[src/rtl/irq_ctrl_pkg.sv]
// Shared constants for the interrupt controller: register offsets and FSM encoding.
package irq_ctrl_pkg;
  localparam logic [1:0] REG_PENDING = 2'd0;
  localparam logic [1:0] REG_MASK    = 2'd1;
  localparam logic [1:0] REG_ACTIVE  = 2'd2;
  localparam logic [1:0] REG_STATUS  = 2'd3;

  localparam logic [1:0] S_IDLE    = 2'd0;
  localparam logic [1:0] S_SERVICE = 2'd1;
  localparam logic [1:0] S_GAP     = 2'd2;
endpackage

[src/rtl/irq_controller_if.sv]
// Peripheral bus port shared by all memory-mapped devices.
interface irq_controller_if;
  logic [31:0] addr;
  logic        write_enable;
  logic [31:0] write_data;
  logic [31:0] read_result;

  modport master (output addr, output write_enable, output write_data, input read_result);
  modport slave  (input addr, input write_enable, input write_data, output read_result);
endinterface

[src/rtl/irq_priority_encoder.sv]
// Combinational lowest-index-wins encoder; index 0 is the highest priority.
module irq_priority_encoder #(
  parameter int N_SRC = 6
) (
  input  logic [N_SRC-1:0] req,
  output logic             valid,
  output logic [4:0]       idx
);
  always_comb begin
    valid = |req;
    idx   = '0;
    for (int i = N_SRC - 1; i >= 0; i--) begin
      if (req[i]) idx = 5'(i);
    end
  end
endmodule

[src/rtl/irq_controller.sv]
// Edge-capturing interrupt controller: pending/mask registers, fixed priority,
// hold-until-EOI servicing with a mandatory low cycle between interrupts.
module irq_controller
  import irq_ctrl_pkg::*;
#(
  parameter int N_SRC = 6
) (
  input  logic              clk,
  input  logic              rst,
  irq_controller_if.slave   bus,
  input  logic [N_SRC-1:0]  src_irq,
  output logic              cpu_irq,
  output logic [4:0]        active_id
);
  logic [N_SRC-1:0] pending_q, pending_d;
  logic [N_SRC-1:0] mask_q, mask_d;
  logic [N_SRC-1:0] src_prev_q, src_prev_d;
  logic [1:0]       state_q, state_d;
  logic [4:0]       active_id_q, active_id_d;
  logic             cpu_irq_q, cpu_irq_d;

  logic [1:0]       sel;
  logic             eoi;
  logic [N_SRC-1:0] rise, w1c, claim;
  logic             pe_valid;
  logic [4:0]       pe_idx;
  logic             unused_bus;

  assign sel        = bus.addr[3:2];
  assign eoi        = bus.write_enable && (sel == REG_ACTIVE);
  assign rise       = src_irq & ~src_prev_q;
  assign w1c        = (bus.write_enable && (sel == REG_PENDING)) ? bus.write_data[N_SRC-1:0] : '0;
  assign unused_bus = ^{bus.addr[31:4], bus.addr[1:0], bus.write_data};

  irq_priority_encoder #(.N_SRC(N_SRC)) u_pe (
    .req   (pending_q & mask_q),
    .valid (pe_valid),
    .idx   (pe_idx)
  );

  always_comb begin
    state_d     = state_q;
    active_id_d = active_id_q;
    cpu_irq_d   = cpu_irq_q;
    claim       = '0;
    case (state_q)
      S_IDLE: begin
        if (pe_valid) begin
          for (int i = 0; i < N_SRC; i++) claim[i] = (pe_idx == 5'(i));
          active_id_d = pe_idx + 5'd1;
          cpu_irq_d   = 1'b1;
          state_d     = S_SERVICE;
        end
      end
      S_SERVICE: begin
        // No preemption: only EOI leaves service.
        if (eoi) begin
          active_id_d = '0;
          cpu_irq_d   = 1'b0;
          state_d     = S_GAP;
        end
      end
      default: begin
        active_id_d = '0;
        cpu_irq_d   = 1'b0;
        state_d     = S_IDLE;
      end
    endcase
  end

  // A new edge beats both software clear and the claim in the same cycle.
  always_comb begin
    src_prev_d = src_irq;
    pending_d  = (pending_q & ~(w1c | claim)) | rise;
    mask_d     = (bus.write_enable && (sel == REG_MASK)) ? bus.write_data[N_SRC-1:0] : mask_q;
  end

  always_ff @(posedge clk) begin
    if (rst) begin
      pending_q   <= '0;
      mask_q      <= '0;
      src_prev_q  <= '0;
      state_q     <= S_IDLE;
      active_id_q <= '0;
      cpu_irq_q   <= 1'b0;
    end else begin
      pending_q   <= pending_d;
      mask_q      <= mask_d;
      src_prev_q  <= src_prev_d;
      state_q     <= state_d;
      active_id_q <= active_id_d;
      cpu_irq_q   <= cpu_irq_d;
    end
  end

  always_comb begin
    bus.read_result = '0;
    case (sel)
      REG_PENDING: bus.read_result[N_SRC-1:0] = pending_q;
      REG_MASK:    bus.read_result[N_SRC-1:0] = mask_q;
      REG_ACTIVE:  bus.read_result[4:0]       = active_id_q;
      default:     bus.read_result[3:0]       = {state_q, cpu_irq_q, |(pending_q & mask_q)};
    endcase
  end

  assign cpu_irq   = cpu_irq_q;
  assign active_id = active_id_q;
endmodule

[src/flat_wrapper.sv]
// flat-port wrapper written by rule: the top's interface ports become plain ports
module irq_controller_flat import irq_ctrl_pkg::*;
#(
  parameter int N_SRC = 6
)
  (clk, rst, src_irq, cpu_irq, active_id, bus_addr, bus_write_enable, bus_write_data, bus_read_result);
  irq_controller_if bus_i ();
  input  logic clk;
  input  logic rst;
  input  logic [N_SRC-1:0] src_irq;
  output logic cpu_irq;
  output logic [4:0] active_id;
  input wire logic [$bits(bus_i.addr)-1:0] bus_addr;
  input wire logic [$bits(bus_i.write_enable)-1:0] bus_write_enable;
  input wire logic [$bits(bus_i.write_data)-1:0] bus_write_data;
  output wire logic [$bits(bus_i.read_result)-1:0] bus_read_result;
  assign bus_i.addr = bus_addr;
  assign bus_i.write_enable = bus_write_enable;
  assign bus_i.write_data = bus_write_data;
  assign bus_read_result = bus_i.read_result;
  irq_controller #(.N_SRC(N_SRC)) u_core (.clk(clk), .rst(rst), .bus(bus_i), .src_irq(src_irq), .cpu_irq(cpu_irq), .active_id(active_id));
endmodule
[config.mk]
export PLATFORM = sky130hd
export DESIGN_NAME = irq_controller_flat
export DESIGN_NICKNAME = d
export VERILOG_FILES = /design/src/rtl/irq_ctrl_pkg.sv /design/src/rtl/irq_controller_if.sv /design/src/rtl/irq_priority_encoder.sv /design/src/rtl/irq_controller.sv /design/src/flat_wrapper.sv
export SDC_FILE = /design/constraint.sdc
export NUM_CORES = 1
export LEC_CHECK = 0
export ABC_AREA = 1
export CAP_MARGIN = 5
export CORE_MARGIN = 2
export CORE_UTILIZATION = 34
export CTS_BUF_LIST = sky130_fd_sc_hd__clkbuf_2 sky130_fd_sc_hd__clkbuf_4 sky130_fd_sc_hd__clkbuf_8
export CTS_CLUSTER_DIAMETER = 30
export DETAILED_ROUTE_END_ITERATION = 10
export PLACE_DENSITY = 0.82
export SLEW_MARGIN = 20
export SYNTH_ARGS = -nofsm -noshare
export SYNTH_HDL_FRONTEND = slang
export SYNTH_SLANG_ARGS = --single-unit
[constraint.sdc]
create_clock -name clk -period 2.16 [get_ports clk]
set_clock_uncertainty 0.15 [all_clocks]
set_input_delay 0.324 -clock clk [delete_from_list [all_inputs] [get_ports clk]]
set_output_delay 0.324 -clock clk [all_outputs]
set_load 0.03 [all_outputs]
# Word level (Yosys, flattened, before mapping)
# Index checks and enable logic that the tools add are counted.
[totals] ff_bits=26 out_inout_bits=38
[classes] n_addsub=1 n_eq_ne=10 muxes=21 bitwise_logic=7 reduce_logical=8
[ops] op="two-way mux 5 bit" count=7
[ops] op="bitwise AND 6 bit" count=3
[ops] op="two-way mux 6 bit" count=3
[ops] op="inverter 6 bit" count=2
[ops] op="OR 6 bit" count=2
[ops] op="case mux 4 bit (3 select lines)" count=1
[ops] op="== test 5 x 2 -> 1 bit (second input constant)" count=2
[ops] op="== test 5 x 3 -> 1 bit (second input constant)" count=2
[ops] op="case mux 5 bit (2 select lines)" count=1
[ops] op="OR reduction 6 bit" count=1
[ops] op="adder 5 x 1 -> 5 bit (second input constant)" count=1
[ops] op="== test 5 x 1 -> 1 bit (second input constant)" count=1
[ops] op="logical NOT 5 bit" count=1
[ops] op="== test 2 x 1 -> 1 bit (second input constant)" count=2
[ops] op="logical NOT 2 bit" count=2
[ops] op="two-way mux 2 bit" count=2
[ops] op="inequality test 2 x 1 -> 1 bit (second input constant)" count=2
[ops] op="case mux 1 bit (2 select lines)" count=2
[ops] op="case mux 2 bit (2 select lines)" count=1
[ops] op="logical AND 1 bit" count=3
[ops] op="two-way mux 3 bit" count=1
[ops] op="case mux 1 bit (3 select lines)" count=1
[ops] op="== test 2 bit (second input constant)" count=1
[ops] op="two-way mux 1 bit" count=2
[ops] op="AND reduction 2 bit" count=1

# Depth between registers and ports, before layout
# Gate-level depths: netlist (run 1).
[logic_depth] depth_word=14 depth_mapped=12

# By module
# From an unflattened synthesis (run 1), not the netlist that was laid out.
[hier_totals] hier_cells=253 area_unflattened_um2=1641.6
[by_module_without_submodules] module="irq_controller" n_inst=1 cells_each=235 area_per_inst_um2=1550.2 seq_area_each_um2=500.5
[by_module_without_submodules] module="irq_priority_encoder" n_inst=1 cells_each=18 area_per_inst_um2=91.3 seq_area_each_um2=0.0

# Worst setup path before layout (run 1)
# No wires, ideal clock.
[synth_timing] kind="input-to-output" startpoint="in bus_addr[2]" endpoint="out bus_read_result[4]" arrival_ns=1.341 required_ns=1.686 slack_ns=0.345 path_stages=4 cell_sequence="inv_1 > nor2_1 > inv_1 > o21ai_0"
[synth_via] elab_chain_cells=2 elab_cells_between_ends=4 cone_classes="eq/ne (2); mux (1); reduce/logical (1)"
[synth_lines] item="start: declaration" line_no="flat_wrapper.sv:13" text="input wire logic [$bits(bus_i.addr)-1:0] bus_addr;"
[synth_lines] item="== test 2 bit, or another cell as far along" line_no="irq_controller.sv:98" text="case (sel)"
[synth_lines] item="case mux 1 bit (3 select lines) (*)" line_no="irq_controller.sv:98"
[synth_lines] item="end: declaration" line_no="flat_wrapper.sv:16" text="output wire logic [$bits(bus_i.read_result)-1:0] bus_read_result;"
# Every way passes the cells marked *; elsewhere a longest branch is shown, timed or not.

# Worst setup path in the final report (run 1)
[layout_timing] startpoint="in bus_addr[2]" endpoint="out bus_read_result[1]"
[layout_via] elab_chain_cells=2 elab_cells_between_ends=4 cone_classes="eq/ne (2); mux (1); reduce/logical (1)"
[layout_lines] item="== test 2 bit, or another cell as far along" line_no="irq_controller.sv:98"
[layout_lines] item="case mux 4 bit (3 select lines) (*)" line_no="irq_controller.sv:98"
# Marks and branches as above.

==> results of run 1 <==
worst max-delay path: stages:
cell	delay, ns
clkdlybuf4s50_1	0.48
inv_1	0.07
nor2_1	0.16
inv_2	0.09
o2111ai_1	0.21
buf_4	0.20
cell type report:
class | instances | share of cell area
Inverter | 27 | 0.05806
Sequential cell | 24 | 0.2753
Timing Repair Buffer | 30 | 0.1591
Clock buffer | 3 | 0.02366
Tap cell | 50 | 0.03584
Multi-Input combinational cell | 142 | 0.4308
Clock inverter | 1 | 0.01720
cell families (layout without fill, tap and decap cells):
group,count (synthesis),in the layout,synth area share
adder cells (fa/ha/maj),5,5,0.04344
AO/OA/AOI/OAI,27,27,0.1260
AND/OR/NAND/NOR,83,83,0.2737
buffers and inverters,57,61,0.2207
flip-flops,24,24,0.3336
other,1,27,0.002604
stage by stage:
| step | setup WS (ns) | hold slack, ns | power (W) | utilization | std cells |
|---|---|---|---|---|---|
| global route | 0.0001259 | 0.2777 | 0.001243 | 0.4332 | 277 |
| detailed placement | 0.1012 | 0.2577 | 0.0007948 | 0.4124 | 273 |
| CTS | 0.08639 | 0.2707 | 0.001189 | 0.4301 | 277 |
| finish | 0.1357 | 0.2723 | 0.001185 | 0.4332 | 277 |
| floorplan | 0.3454 | 0.2488 | 0.0007426 | - | 223 |
| global placement | 0.1016 | 0.2528 | 0.0007902 | 0.4124 | 273 |
sequential cells by signal (all words and copies together) (netlist names):
signal,cells
u_core.pending_q,6
u_core.mask_q,6
u_core.state_q,2
u_core.src_prev_q,6
u_core.active_id,4
worst paths after layout:
check | endpoint | slack [ns] | from
setup reg to reg | u_core.active_id[2] | 0.21 | u_core.pending_q[4]
setup / recovery | bus_read_result[1] | 0.14 | bus_addr[2]
hold reg to reg | u_core.pending_q[2] | 0.27 | u_core.src_prev_q[2]
hold / removal | u_core.pending_q[2] | 0.27 | u_core.src_prev_q[2]
cell usage in the layout (no fill, tap or decap), types with 3 or more instances in the layout:
cell type,n
clkbuf_8,3
nand3_1,9
dfxtp_1,24
clkdlybuf4s50_1,21
nand4_1,4
nor2_4,3
nor2_1,12
o21ai_0,4
nand2_1,44
nand2_2,6
a21oi_1,7
a21oi_2,3
ha_1,5
o21ai_1,4
conb_1,27
buf_4,9
inv_2,3
inv_1,24
layer usage:
metal | vias up | wire [µm]
met2 | 45 | 1370
met3 | 3 | 211
met4 | 0 | 32
met5 | - | 0
li1 | 636 | -
met1 | 551 | 1367
power groups by stage:
stage	clock network (W)	logic (W)	registers [W]
floorplan	0	0.000231	0.000511
global placement	0	0.000285	0.000505
detailed placement	0	0.000288	0.000507
CTS	0.000403	0.000290	0.000496
global route	0.000425	0.000317	0.000500
finish	0.000396	0.000292	0.000497
==> metrics.csv, run 1 <==
stage,metric,value,unit
clocking,holdBufCountCts,0,
logic_synthesis,yosys.cell_count.top_type,nand2_1,
logic_synthesis,ys_seq_elements,24,
run_status,status,"complete, no violations",
power_and_ir_drop,power-per-cell-area,678.9,mW/mm²
clocking,htree_num_levels,1,
global_route,grt_antenna_before_repair,0,
finish,drive_gt1_frac,0.1498,
global_route,first_global_vias,1078,
timing,fin_crit_sh,0.9372,
global_route,grtUsageMet1,0.1725,
drt,avgViaCountPerCell,4.458,
worst_setup_path,worst_setup_path_start_kind,input pin,
power_and_ir_drop,p_comb_frac,0.247,
timing,max_freq,494.0,MHz
placed_design,gp_routability_congestion,0.8526,
drt,drt_iter0_drc,51,
timing,finalSetupViolCount,0,
finish,nets,306,
clocking,path_clk_slew,0.08,ns
worst_hold_path,holdPathStages,1,
logic_synthesis,synthCells,197,
global_route,grt_pass1_wl,4.954,mm
power_and_ir_drop,power_frac_seq,0.419,
drt,wirelength,2.982,mm
worst_setup_path,path_class,in -> out,
power_and_ir_drop,peakVddDrop,0.2736,mV
logic_synthesis,avgSynthCellArea,7.310,µm²
finish,final_cell_area,0.001745,mm²
timing,final-hold-violation-count,0,
drt,dr_total_vias,1235,
worst_setup_path,worst_r2r_path_depth,12,
timing,rsz0062_at_grt,false,
flow_run,drv_cap,0,
clocking,ctsResizeCount,0,
die,io_pins,111,
global_route,overflow,0,
placed_design,dpl_cell_area,0.001662,mm²
power_and_ir_drop,leakagePower,0.8173,nW
finish,diodes,0,
logic_synthesis,synth.top_cell.area_share,0.3336,
power_and_ir_drop,p_sw,0.0003697,W
drt,first_pass_iters,4,
logic_synthesis,netlist_area,0.001440,mm²
placed_design,dp.final_hpwl,2.377,mm
die,die_height,69.08,µm
finish,syn_to_final_growth,21.20,%
power_and_ir_drop,swShare,0.3119,
timing,min_period,2.024,ns
die,core_area,0.004029,mm²
timing,finalSetupTns,0,ns
placed_design,port_buffers,27,
power_and_ir_drop,p_int,0.0008153,W
global_route,grt_max_degree,15,
timing,slew_violations,0,
die,rows,23,
die,die_w,69.08,µm
worst_setup_path,critPathCaptureType,output pin,
logic_synthesis,yosys.cell_types.count,27,
logic_synthesis,synthTopCellsByArea,"dfxtp_1, buf_4, nand2_1, inv_1, ha_1",
clocking,clockRootBuffer,clkbuf_8,
worst_setup_path,cp_data_required_time,1.69,ns
clocking,cts_tree,yes,
finish,multiInputGateArea,752.0,µm²
logic_synthesis,yosys-top-cells-count,"nand2_1, buf_4, inv_1, dfxtp_1, nor2_1",
finish,fill_cells,409,
global_route,grtUsageMet2,0.1955,
worst_hold_path,hp-class,reg -> reg,
worst_setup_path,critPathMaxFanout,5,
drt,final_antenna_net_count,0,
logic_synthesis,yosysTopAreaCell,dfxtp_1,
global_route,grt_most_used_layer,met2,
worst_setup_path,cp.arrival,1.55,ns
power_and_ir_drop,p_clk_frac,0.334,
finish,regArea,480.5,µm²
drt,avgRoutedWirePerCell,10.77,µm
logic_synthesis,ys_warn_count,0,
logic_synthesis,synth_edf_count,0,
clocking,cts.path.max_buffers,2,
clocking,cts_buffers,3,
logic_synthesis,ys_seq_area_frac,0.3336,
die,fp.dieArea,0.004772,mm²
global_route,grt_util_met3,0.02924,
clocking,clock_latency,0.27,ns
clocking,post_cts_buffers,0,
logic_synthesis,synthFlopType,dfxtp_1,
die,start_util,0.3575,
clocking,clock_sinks,24,
global_route,track_usage,0.1249,
drt,drc,0,
logic_synthesis,async_flop_share,0,
Note: power is estimated with default switching activity, not from simulation.
==> run 2, diff against run 1 <==
--- a/config.mk
+++ b/config.mk
@@ -6,7 +6,7 @@
 export NUM_CORES = 1
 export LEC_CHECK = 0
 export ABC_AREA = 1
-export CAP_MARGIN = 5
+export CORE_ASPECT_RATIO = 0.6
 export CORE_MARGIN = 2
 export CORE_UTILIZATION = 34
 export CTS_BUF_LIST = sky130_fd_sc_hd__clkbuf_2 sky130_fd_sc_hd__clkbuf_4 sky130_fd_sc_hd__clkbuf_8
==> metrics.csv, run 2 (synthesis results as in run 1) <==
stage,metric,value,unit
drt,dr_total_vias,1226,
worst_setup_path,worst_r2r_path_depth,12,
drt,drc,0,
worst_setup_path,r2r-end,u_core.active_id[2],
drt,final_antenna_net_count,0,
drt,wirelength,3.206,mm
timing,slew_violations,0,
placed_design,port_buffers,27,
worst_setup_path,cp.arrival,1.58,ns
placed_design,gp_routability_congestion,0.8695,
drt,avgRoutedWirePerCell,11.17,µm
clocking,ctsResizeCount,0,
clocking,clock_sinks,24,
worst_setup_path,critPathCapture,bus_read_result[1],
die,io_pins,111,
finish,mostFrequentLayoutCell,nand2_1,
finish,stdcell_count,287,
clocking,path_clk_slew,0.09,ns
clocking,clockRootBuffer,clkbuf_8,
global_route,first_global_vias,1002,
timing,max_freq,486.6,MHz
timing,finalSetupViolCount,0,
power_and_ir_drop,fin_total_pwr,0.001098,W
worst_setup_path,r2r-start,u_core.pending_q[4],
power_and_ir_drop,leakagePower,0.8036,nW
clocking,cts.path.max_buffers,2,
die,fp.dieArea,0.004789,mm²
drt,first_pass_iters,4,
clocking,holdBufCountCts,0,
finish,diodes,0,
power_and_ir_drop,power-per-cell-area,634.7,mW/mm²
worst_setup_path,reg2reg_slack,0.21,ns
global_route,grt_pass1_wl,4.698,mm
worst_hold_path,hp-class,reg -> reg,
die,die_w,88.02,µm
worst_setup_path,path_class,in -> out,
timing,finalSetupTns,0,ns
placed_design,dp.final_hpwl,2.603,mm
global_route,grt_max_degree,15,
finish,mostFrequentLayoutCells,"nand2_1, conb_1, inv_1",
finish,fill_cells,432,
finish,final_core_util,0.4219,
clocking,cts_tree,yes,
timing,fin_crit_sh,0.9514,
worst_setup_path,cp-startpoint,bus_addr[2],
flow_run,drv_cap,0,
worst_setup_path,worst_setup_path_start_kind,input pin,
finish,nets,306,
global_route,track_usage,0.1335,
placed_design,place_inst,283,
clocking,htree_num_levels,1,
die,core_area,0.004099,mm²
global_route,overflow,0,
worst_setup_path,critPathMaxFanout,5,
finish,syn_to_final_growth,20.07,%
finish,drive_gt1_frac,0.1366,
global_route,grt_antenna_before_repair,0,
drt,avgViaCountPerCell,4.272,
die,start_util,0.3513,
worst_setup_path,critPathCaptureType,output pin,
power_and_ir_drop,peakVddDrop,0.2287,mV
finish,largest_registers,"u_core.mask_q: 6 flops, u_core.pending_q: 6 flops, u_core.src_prev_q: 6 flops",
timing,rsz0062_at_grt,false,
clocking,cts_buffers,3,
run_status,status,"complete, no violations",
timing,final-hold-violation-count,0,
timing,min_period,2.055,ns
die,rows,18,
die,die_height,54.41,µm
clocking,post_cts_buffers,0,
clocking,clock_latency,0.27,ns
worst_setup_path,cp_data_required_time,1.69,ns
drt,drt_iter0_drc,60,
-- run 2: cell types whose count changed in the layout (fill, tap and decap cells not counted) --
cell | before | now
bufinv_16 | 1 | 0
clkbuf_8 | 3 | 4
inv_1 | 24 | 25
inv_2 | 3 | 2
o2111ai_1 | 1 | 3
o2111ai_2 | 2 | 0
-- run 2: worst min path at each step --
stage / from / to / slack (ns) / depth (start not counted)
after CTS: u_core.src_prev_q[3] / u_core.pending_q[3] / 0.27 / 1
after detailed placement: u_core.src_prev_q[3] / u_core.pending_q[3] / 0.26 / 1
final: u_core.src_prev_q[3] / u_core.pending_q[3] / 0.27 / 1
after floorplan: u_core.src_prev_q[3] / u_core.pending_q[3] / 0.25 / 1
after global routing: u_core.src_prev_q[2] / u_core.pending_q[2] / 0.29 / 1
after global placement: u_core.src_prev_q[2] / u_core.pending_q[2] / 0.25 / 1
-- run 2: worst max-delay path, cell delays in order --
cell and delay (ns):
clkdlybuf4s50_1 0.47, inv_1 0.07, nor2_1 0.13, inv_1 0.12
o2111ai_1 0.25, buf_4 0.21
-- run 2: cell type report --
type / instances / area, µm² / area share
multi-input combinational: 142 / 739.5 / 0.4276
timing repair buffer: 30 / 277.8 / 0.1606
clock buffer: 4 / 55.05 / 0.03184
tap: 60 / 75.07 / 0.04342
inverter: 27 / 101.3 / 0.05861
sequential: 24 / 480.5 / 0.2779
-- run 2: power by group --
part	switching [W]	internal, W	leakage [nW]
combinational	0.000199	0.0000942	0.577
clock	0.000145	0.000163	0.0288
sequential	0.0000252	0.000471	0.198
-- run 2: metrics by stage --
step,cell area (µm²),setup WS [ns],hold WS [ns]
finish,1729,0.1050,0.2695
CTS,1729,0.1048,0.2707
floorplan,1538,0.3454,0.2488
global route,1729,0.03838,0.2857
global placement,1674,0.1055,0.2538
detailed placement,1674,0.1187,0.2587
-- run 2: per-layer routing --
metal  track usage  share of wire  vias to the layer above  wire length [µm]
met3       0.04223          0.096                        5               309
met4       0.03788         0.0078                        0                25
met1        0.2024           0.52                      541              1657
li1              -              -                      635                 -
met5             0              0                        -                 0
met2        0.1768           0.38                       45              1214
